**src/rtl/subtractor_64bit_seq.sv**
```systemverilog
// Multi-cycle 64-bit subtractor: Diff = A - B - Bin, one CHUNK-bit slice per clock,
// least-significant slice first, with the borrow carried in a register between slices.
module subtractor_64bit_seq #(
  parameter int CHUNK = 16
) (
  input  logic        clk,
  input  logic        rst,
  input  logic        start,
  input  logic [63:0] A,
  input  logic [63:0] B,
  input  logic        Bin,
  output logic        busy,
  output logic        done,
  output logic [63:0] Diff,
  output logic        Bout,
  output logic        V
);

  localparam int DATA_W = 64;
  localparam int NSLICE = DATA_W / CHUNK;
  localparam int CW     = (NSLICE > 1) ? $clog2(NSLICE) : 1;

  typedef enum logic {IDLE, RUN} state_t;

  state_t              state;
  logic [CW-1:0]       cnt;
  logic                brw;
  logic [DATA_W-1:0]   a_l;
  logic [DATA_W-1:0]   b_l;
  logic [CHUNK-1:0]    a_sl;
  logic [CHUNK-1:0]    b_sl;
  logic [CHUNK:0]      sl_res;
  logic                last;

  // Top bit of the (CHUNK+1)-bit difference is the slice borrow-out.
  function automatic logic [CHUNK:0] sub_slice(input logic [CHUNK-1:0] a,
                                               input logic [CHUNK-1:0] b,
                                               input logic             bi);
    return {1'b0, a} - {1'b0, b} - {{CHUNK{1'b0}}, bi};
  endfunction

  assign a_sl   = a_l[cnt*CHUNK +: CHUNK];
  assign b_sl   = b_l[cnt*CHUNK +: CHUNK];
  assign sl_res = sub_slice(a_sl, b_sl, brw);
  assign last   = (cnt == CW'(NSLICE - 1));

  always_ff @(posedge clk) begin
    if (rst) begin
      state <= IDLE;
      cnt   <= '0;
      brw   <= 1'b0;
      busy  <= 1'b0;
      done  <= 1'b0;
      Diff  <= '0;
      Bout  <= 1'b0;
      V     <= 1'b0;
    end else begin
      done <= 1'b0;
      case (state)
        IDLE: begin
          if (start) begin
            a_l   <= A;
            b_l   <= B;
            brw   <= Bin;
            cnt   <= '0;
            busy  <= 1'b1;
            state <= RUN;
          end
        end
        RUN: begin
          Diff[cnt*CHUNK +: CHUNK] <= sl_res[CHUNK-1:0];
          brw <= sl_res[CHUNK];
          cnt <= cnt + 1'b1;
          // The last slice holds bit 63, so its MSB is the final sign of Diff.
          if (last) begin
            state <= IDLE;
            busy  <= 1'b0;
            done  <= 1'b1;
            Bout  <= sl_res[CHUNK];
            V     <= (a_l[DATA_W-1] ^ b_l[DATA_W-1]) & (sl_res[CHUNK-1] ^ a_l[DATA_W-1]);
          end
        end
        default: state <= IDLE;
      endcase
    end
  end

endmodule

```
**config.mk**
```make
export PLATFORM = sky130hd
export DESIGN_NAME = subtractor_64bit_seq
export DESIGN_NICKNAME = d
export VERILOG_FILES = /design/src/rtl/subtractor_64bit_seq.sv
export SDC_FILE = /design/constraint.sdc
export NUM_CORES = 1
export LEC_CHECK = 0
export BUFFER_PORTS_ARGS = -buffer_cell sky130_fd_sc_hd__buf_2
export CORE_MARGIN = 1
export CORE_UTILIZATION = 53
export DETAILED_ROUTE_END_ITERATION = 10
export PLACE_DENSITY = 0.76
export SLEW_MARGIN = 20
export SYNTH_ARGS = -nofsm -noshare
export SYNTH_HDL_FRONTEND = slang
export SYNTH_SLANG_ARGS = --single-unit
export TNS_END_PERCENT = 50
```
**constraint.sdc**
```tcl
create_clock -name clk -period 9.4 [get_ports clk]
set_clock_uncertainty 0.05 [all_clocks]
set_input_delay 0.94 -clock clk [delete_from_list [all_inputs] [get_ports clk]]
set_output_delay 0.94 -clock clk [all_outputs]
set_load 0.005 [all_outputs]
```
# [After elaboration in Yosys (flattened, before gate mapping)]
# Index checks and enable logic that the tools add are counted.
[op_classes] bitwise_logic=5 eq_ne=3 add_sub_neg=4 n_mux=12 shifts=4 n_reduce_logical=4
[op_table] operator="64-bit by 7-bit variable part select with 16-bit output" n=2
[op_table] operator="64-bit bitwise mux" n=1
[op_table] operator="16-bit by 34-bit variable shift with 64-bit output (first input constant)" n=1
[op_table] operator="16-bit by 34-bit variable part select with 64-bit output" n=1
[op_table] operator="6-bit negation with 34-bit output" n=1
[op_table] operator="16-bit by 16-bit subtractor with 17-bit output" n=1
[op_table] operator="17-bit by 1-bit subtractor with 17-bit output" n=1
[op_table] operator="1-bit 2-to-1 mux" n=6
[op_table] operator="1-bit case mux with 2 select lines" n=3
[op_table] operator="2-bit case mux with 2 select lines" n=1
[op_table] operator="2-bit AND reduction" n=2
[op_table] operator="3-bit AND reduction" n=1
[op_table] operator="2-bit by 1-bit adder with 2-bit output (second input constant)" n=1
[op_table] operator="2-bit equality test (second input constant)" n=1
[op_table] operator="2-bit 2-to-1 mux" n=1
[op_table] operator="2-bit by 1-bit != test with 1-bit output (second input constant)" n=1
[op_table] operator="2-bit != test (second input constant)" n=1
[op_table] operator="1-bit NOT" n=2
[op_table] operator="2-bit OR reduction" n=1
[op_table] operator="1-bit bitwise XOR" n=2
[op_table] operator="1-bit bitwise AND" n=1
[word_totals] output_inout_bits=68 regBits=200 elab_cells=42 input_bits=132

# [Depth between registers and ports, before layout]
# Gate-level depths: netlist (run 1).
[depth] depth_word=5 ltp_mapped=15 mapped_depth_nobuf=12

# [Worst setup path before layout (run 1)]
# No wires, ideal clock.
[synth_path] path_kind="input -> register" start="input rst" end="register a_l[0], enable pin" arrival_ns=6.736 t_required_ns=8.720 cell_stages=2 path_slack_ns=1.984 n_path_buf=1 setup_time_ns=0.630 cell_sequence="clkbuf_1 nor2b_1"
[synth_between] elab_chain_cells=2
[synth_rtl] element="start, declared" line="7" text="input logic rst,"
[synth_rtl] element="1-bit NOT (no source line)"
[synth_rtl] element="3-bit AND reduction (no source line)"
[synth_rtl] element="end signal, assigned" line="62" text="a_l <= A;"
[synth_rtl] element="end, declared" line="28" text="logic [DATA_W-1:0] a_l;"
# Every way passes these cells.
# A chain may end at the register's enable or synchronous reset.

# [Worst setup path after layout (run 1)]
[layout_path] start="register cnt[0]" end="register Diff[44]"
[layout_between] elab_chain_cells=5 word_cells_on_any_way=8 cone_classes="add/sub: 3; shift: 4; mux: 1"
[layout_rtl] element="start, declared" line="26" text="logic [CW-1:0] cnt;"
[layout_rtl] element="start signal, assigned" line="73" text="cnt <= cnt + 1'b1;"
[layout_rtl] element="64-bit by 7-bit variable part select with 16-bit output, on equally long branches" line="42, 43"
[layout_rtl] element="16-bit by 16-bit subtractor with 17-bit output" line="39" text="return {1'b0, a} - {1'b0, b} - {{CHUNK{1'b0}}, bi};"
[layout_rtl] element="17-bit by 1-bit subtractor with 17-bit output" line="39"
[layout_rtl] element="16-bit by 34-bit variable part select with 64-bit output" line="71" text="Diff[cnt*CHUNK +: CHUNK] <= sl_res[CHUNK-1:0];"
[layout_rtl] element="64-bit bitwise mux *" line="71"
[layout_rtl] element="end signal, assigned by index" line="71"
[layout_rtl] element="end, declared" line="14" text="output logic [63:0] Diff,"
# Every way passes the cells marked *; elsewhere a longest branch is shown, timed or not.

==> flow_summary.yaml, run 1 <==
job:
  maxCapViolCount: 0
placed_design:
  place_area_um2: 9490
  io_buffer_count: 199
  placed_cells: 985
  dp_hpwl_mm: 12.6
  dpl_worst_slack_ns: 4.78
  gp_congestion: 0.962
power_and_ir_drop:
  seqPwrFrac: 0.479
  clkPwrFrac: 0.359
  intPower_mw: 1.52
  p_sw_mw: 0.531
  p_per_area_nw_per_um2: 203
  comb_power_share: 0.162
  p_sw_frac: 0.259
  total_power_mw: 2.05
  ir_worst_vdd_mv: 0.144
  p_leak_nw: 4.05
synth:
  synthFlopType: "edfxtp_1"
  synthArstFlopShare: 0
  synth_edf_count: 128
  ys_seq_area_frac: 0.637
  yosys_warnings: 0
  synthTopCellsByArea: "edfxtp_1, dfxtp_1, mux4_2"
  syn_avg_cell_area_um2: 13.8
  synth_area_um2: 8300
  syn_inst: 603
  synth_seq_cells: 200
  synth_top_area_cell: "edfxtp_1"
  ys_types: 49
  yosysTopAreaCellShare: 0.463
  synth_fp_nets: 771
grt:
  grt_pass1_wl_mm: 28.2
  grtUsageTotal: 0.231
  antenna_found_initial: 0
  first_global_vias: 5593
  grt_max_degree: 85
  grt_overflow: 0
floorplan:
  io_pins: 200
  fp-row-count: 45
  die_area_um2: 16200
  fp.dieH_um: 127
  initial_core_util: 0.544
  fp.dieW_um: 127
  core_area_um2: 15300
setup_path:
  startpoint_type: "register"
  reg2reg_depth: 11
  worstSetupEndpointType: "register"
  critical_path_arrival_ns: 4.82
  r2r-start: "cnt[0]$_SDFFE_PP0P_"
  crit_fanout: 28
  worstSetupPathType: "reg -> reg"
  cp.required_ns: 9.64
  crit_start: "cnt[0]$_SDFFE_PP0P_"
  cp_common_cell: "fa_1"
  r2r-end: "Diff[44]$_SDFFE_PP0P_"
  endpoint: "Diff[44]$_SDFFE_PP0P_"
  reg2reg_slack_ns: 4.82
  crit_chain: "buf_4, mux4_2, fa_1, fa_1, nand2b_1, a21oi_1, o211ai_1, a31o_2, a311oi_1, o21ai_0, nor2b_1"
  critPathSlowestCell: "mux4_2"
  critPathMaxStageDelay_ns: 0.59
detailed_routing:
  vias: 5662
  initialDrtViolationCount: 394
  wl_per_cell_um: 17.3
  final_antenna_net_count: 0
  drt_wl_total_mm: 17.6
  drcViolationCount: 0
  via_per_inst: 5.57
  drtPass1Iterations: 5
finish:
  n_fill_cell: 1134
  layoutNonFillerInstCount: 1017
  num_antenna_cells: 0
  layout-drive-gt1-share: 0.336
  fin_area_um2: 10100
  finalCoreUtilization: 0.661
  nNetsFinal: 961
  area_growth_pct: 21.5
clock_network:
  cts_hold_buf: 0
  cts_resized: 0
  cts.sinks: 200
  clk-insertion-delay-late_ns: 0.43
  numCtsBuffers: 17
  root_buffer: "clkbuf_16"
  post_cts_buffers: 0
  clkTransAtPathRegs_ns: 0.07
  cts_tree: "yes"
  clockBufferDepth: 2
  h-tree-depth: 4
sta:
  setup_ws_ns: 4.82
  period_share: 0.487
  worst_slew_pin_slew_ns: 1.00
  fmax_mhz: 218
  whs_ns: 0.418
  min_period_ns: 4.58
  drv_slew: 0
  final-setup-viol-count: 0
  slew_headroom: 0.331
  tns_ns: 0
  hold_viol_final: 0
  rsz0062_at_grt: "false"
outcome:
  status: "finished, final reports clean"
min_path:
  hp-class: "reg -> reg"
==> worst min-delay path by stage <==
stage / start / endpoint / slack, ns / depth (start not counted)
2_1_floorplan: Diff[24]$_SDFFE_PP0P_ / Diff[24]$_SDFFE_PP0P_ / 0.40 / 2
3_3_place_gp: Diff[56]$_SDFFE_PP0P_ / Diff[56]$_SDFFE_PP0P_ / 0.39 / 2
3_5_place_dp: Diff[8]$_SDFFE_PP0P_ / Diff[8]$_SDFFE_PP0P_ / 0.41 / 2
4_1_cts: Diff[8]$_SDFFE_PP0P_ / Diff[8]$_SDFFE_PP0P_ / 0.42 / 2
5_1_grt: Diff[8]$_SDFFE_PP0P_ / Diff[8]$_SDFFE_PP0P_ / 0.43 / 2
6_report: Diff[24]$_SDFFE_PP0P_ / Diff[24]$_SDFFE_PP0P_ / 0.42 / 2
==> power groups by stage <==
stage               Sequential (mW)  Combinational (mW)  Clock [mW]
global route                  0.986               0.364       0.788
CTS                           0.983               0.329       0.747
floorplan                      1.00               0.222           0
global placement               1.00               0.321           0
finish                        0.983               0.332       0.737
detailed placement             1.00               0.326           0
==> area by class of cell <==
class | instances | area (um^2) | area share
clock buffer | 19 | 433 | 0.0429
clock inverter | 13 | 166 | 0.0165
inverter | 49 | 184 | 0.0182
multi-input combinational | 322 | 2730 | 0.270
sequential | 200 | 5290 | 0.524
tap | 211 | 264 | 0.0262
timing repair buffer | 203 | 1030 | 0.102
==> metal layers <==
layer | routed length, um | vias to the layer above | track usage | share of wire
li1 | - | 2629 | - | -
met4 | 249 | 0 | 0.0742 | 0.014
met1 | 7570 | 2784 | 0.296 | 0.43
met5 | 0 | - | 0 | 0
met2 | 8620 | 227 | 0.388 | 0.49
met3 | 1120 | 22 | 0.0595 | 0.064
==> cell families after synthesis <==
family,synth area share
flops,0.637
simple gates,0.0666
compound gates,0.102
buf+inv,0.0375
fa+ha+maj,0.0561
mux,0.0880
xor+xnor,0.0127
==> synthesized netlist by cell type (2+ instances only) <==
library cell  count
a211oi_1          3
o31ai_1           4
a31oi_1           3
xnor2_1           7
a21oi_1          23
nand3b_1          6
inv_1            49
a21o_1            2
nor2b_1           4
a211o_1           3
ha_1             34
o21a_1            4
xor2_1            5
nor2_1           62
clkbuf_1         28
nor4_1            2
nor3_1            5
a22oi_1          52
nand2_1          20
a311oi_1          3
edfxtp_1        128
mux4_2           32
fa_1              2
o211ai_1          2
o21ai_0           8
a2bb2oi_1         2
nand2b_1          3
nand4_1           2
buf_1             3
and2_1            2
nand3_1           9
dfxtp_1          72
and3_1            3
==> critical path: cells and delay by family, from the launching register on <==
| kind | cells | cell delay, ns |
|---|---|---|
| AOI/OAI and AO/OA | 5 | 1.48 |
| adders and majority gates | 2 | 0.88 |
| muxes | 1 | 0.59 |
| DFF | 1 | 0.54 |
| buffers and inverters | 1 | 0.53 |
| and+or+nand+nor | 2 | 0.33 |
==> registers in the layout (all words and copies together) (netlist names) <==
register  flops
done          1
b_l          64
busy          1
a_l          64
brw           1
state         1
Bout          1
Diff         64
cnt           2
V             1
==> cells in the final DEF, fill, tap and decap left out, drive strengths merged, types with 4 or more instances in the layout <==
cell	n
edfxtp	128
nand3	9
o21ai	9
inv	54
dfxtp	72
buf	203
mux4	32
a22oi	52
xor2	5
o31ai	4
nand2	20
xnor2	7
o21a	4
nor2b	4
ha	34
clkbuf	19
a21oi	24
nor3	5
nor2	62
nand3b	6
(Power assumes the default switching activity.)
==> run 2: changes to the inputs <==
--- a/config.mk
+++ b/config.mk
@@ -5,11 +5,12 @@
 export SDC_FILE = /design/constraint.sdc
 export NUM_CORES = 1
 export LEC_CHECK = 0
+export ABC_AREA = 1
 export BUFFER_PORTS_ARGS = -buffer_cell sky130_fd_sc_hd__buf_2
 export CORE_MARGIN = 1
-export CORE_UTILIZATION = 53
+export CORE_UTILIZATION = 49
 export DETAILED_ROUTE_END_ITERATION = 10
-export PLACE_DENSITY = 0.76
+export PLACE_DENSITY = 0.73
 export SLEW_MARGIN = 20
 export SYNTH_ARGS = -nofsm -noshare
 export SYNTH_HDL_FRONTEND = slang
==> constraint.sdc (replaced) <==
create_clock -name clk -period 3.7 [get_ports clk]
set_clock_uncertainty 0.05 [all_clocks]
set_input_delay 0.37 -clock clk [delete_from_list [all_inputs] [get_ports clk]]
set_output_delay 0.37 -clock clk [all_outputs]
set_load 0.005 [all_outputs]
==> run 2 against run 1 <==
  * Utilization shrank 5.1 points
  * Via count grew 20%
  * Fmax is 42% higher
  * Critical path depth increased by 7
  * Power grew to 2.7 times the previous value
  * Critical path type unchanged
==> flow_summary.yaml, run 2 <==
clock_network:
  root_buffer: "clkbuf_16"
  numCtsBuffers: 17
  post_cts_buffers: 0
  cts.sinks: 200
  h-tree-depth: 4
  cts_resized: 0
  clockBufferDepth: 2
  clkTransAtPathRegs_ns: 0.07
  cts_hold_buf: 0
  cts_tree: "yes"
  clk-insertion-delay-late_ns: 0.43
finish:
  area_growth_pct: 21.2
  largestRegisters: "Diff: 64 flops, a_l: 64 flops, b_l: 64 flops"
  final_common_cell: "nand2_1"
  nNetsFinal: 1218
  layout_common_cells: "nand2_1, buf_2, edfxtp_1"
  layout-drive-gt1-share: 0.261
detailed_routing:
  via_per_inst: 5.26
  drtPass1Iterations: 5
  drt_wl_total_mm: 21.0
  routed.top_layer: "met4"
  drcViolationCount: 0
  routedLengthMet1_mm: 9.38
  wl_met3_mm: 1.40
  final_antenna_net_count: 0
  wl_met2_mm: 9.92
  wl_per_cell_um: 16.3
  initialDrtViolationCount: 557
  vias: 6777
placed_design:
  gp_congestion: 0.941
  dp_hpwl_mm: 14.9
  io_buffer_count: 199
floorplan:
  core_area_um2: 17300
  initial_core_util: 0.503
  fp-row-count: 48
  io_pins: 200
  die_area_um2: 18300
  fp.dieW_um: 135
  fp.dieH_um: 135
sta:
  final-setup-viol-count: 0
  tns_ns: 0
  period_share: 0.872
  slew_headroom: 0.470
  drv_slew: 0
  fmax_mhz: 310
  hold_viol_final: 0
  worst_slew_pin_slew_ns: 0.789
  rsz0062_at_grt: "false"
  min_period_ns: 3.23
synth:
  synth_most_common_cell: "nand2_1"
  synthArstFlopShare: 0
  synth_common_cells: "nand2_1, edfxtp_1, a21oi_1"
  yosys_warnings: 0
  synth_area_um2: 8710
  syn_avg_cell_area_um2: 10.1
  yosysTopAreaCellShare: 0.441
  ys_types: 41
  ys_seq_area_frac: 0.607
  synth_edf_count: 128
  syn_inst: 859
  synthFlopType: "edfxtp_1"
  synth_top_area_cell: "edfxtp_1"
  synth_seq_cells: 200
  synthTopCellsByArea: "edfxtp_1, dfxtp_1, nand2_1"
  synth_fp_nets: 1027
setup_path:
  crit_chain: "buf_12, buf_4, nor2_1, o22ai_1, fa_1, fa_1, inv_1, nand2_1, nand2_1, nand2_2, nand3_1, nand2_1, nand2_1, nand2_1, xnor2_1, nor2_1, nand3_1, a21oi_1"
  crit_family: "simple AND/OR/NAND/NOR gates"
  cp_num_buf_inv: 3
  critical_path_arrival_ns: 3.53
  critPathMaxStageDelay_ns: 0.42
  worstSetupPathType: "reg -> reg"
  crit_fanout: 48
  cp.required_ns: 4.00
  worstSetupEndpointType: "register"
  startpoint_type: "register"
  cp_common_cell: "nand2_1"
  critPathSlowestCell: "fa_1"
grt:
  grt_pass1_wl_mm: 32.5
  grt_overflow: 0
  grtUsageTotal: 0.235
  grt_max_degree: 96
  antenna_found_initial: 0
  first_global_vias: 6292
job:
  maxCapViolCount: 0
power_and_ir_drop:
  p_per_area_nw_per_um2: 528
  p_leak_nw: 4.42
  ir_worst_vdd_mv: 0.412
  total_power_mw: 5.57
min_path:
  hp-class: "in -> reg"
outcome:
  status: "finished, final reports clean"
==> run 2: path summary, 6_finish.rpt <==
check / startpoint / to / slack [ns] / cells past startpoint
max: cnt[0]$_SDFFE_PP0P_ / Diff[24]$_SDFFE_PP0P_ / 0.47 / 18
min: A[13] / a_l[13]$_DFFE_PP_ / 0.06 / 1
max reg2reg: cnt[0]$_SDFFE_PP0P_ / Diff[24]$_SDFFE_PP0P_ / 0.47 / 18
min reg2reg: Bout$_SDFFE_PP0P_ / Bout$_SDFFE_PP0P_ / 0.41 / 2
==> run 2: worst register-to-register path: cells and delay by family (launching register included) <==
family | cells | cell delay, ns
AND/OR/NAND/NOR | 10 | 0.97
adder cells (fa/ha/maj) | 2 | 0.85
buffers and inverters | 3 | 0.52
flip-flops | 1 | 0.36
AO/OA/AOI/OAI | 2 | 0.26
XOR/XNOR | 1 | 0.15
==> run 2: final cells by class <==
cell class / count / area, um^2
Sequential cell: 200 / 5290
Timing Repair Buffer: 216 / 1150
Clock buffer: 23 / 510
Antenna cell: 1 / 2.50
Clock inverter: 9 / 80.1
Fill cell: 1441 / 6750
Multi-Input combinational cell: 559 / 3030
Inverter: 56 / 215
Tap cell: 225 / 282
==> run 2: cells by family (layout without fill, tap and decap cells) <==
family,after synthesis,count (layout),synth area share
xor gates and xnor gates,9,9,0.0125
other,0,1,0
DFF,200,200,0.607
adders and majority gates,36,36,0.0535
buffers and inverters,100,304,0.0463
AOI/OAI and AO/OA,169,169,0.114
and+or+nand+nor,345,345,0.167
==> run 2: metal layers <==
| layer | track usage | vias to the layer above |
|---|---|---|
| li1 | - | 3335 |
| met1 | 0.317 | 3160 |
| met2 | 0.382 | 259 |
| met3 | 0.0490 | 23 |
| met4 | 0.0712 | 0 |
| met5 | 0 | - |
==> run 2: metrics by stage <==
step	instance area, um^2	worst slack (ns)	hold slack (ns)	instances	util
after floorplan	8710	0.505	0.396	859	-
after global placement	9960	0.580	0.393	1256	0.576
after detailed placement	9960	0.530	0.398	1256	0.576
after CTS	10500	0.493	0.0436	1288	0.610
after global routing	10500	0.212	0.0402	1288	0.610
final	10600	0.474	0.0572	1289	0.610
==> run 2: power breakdown <==
group	total (mW)	internal [mW]	switching [mW]
sequential	2.49	2.46	0.0327
combinational	1.24	0.428	0.815
clock	1.83	0.996	0.837
total	5.57	3.89	1.69
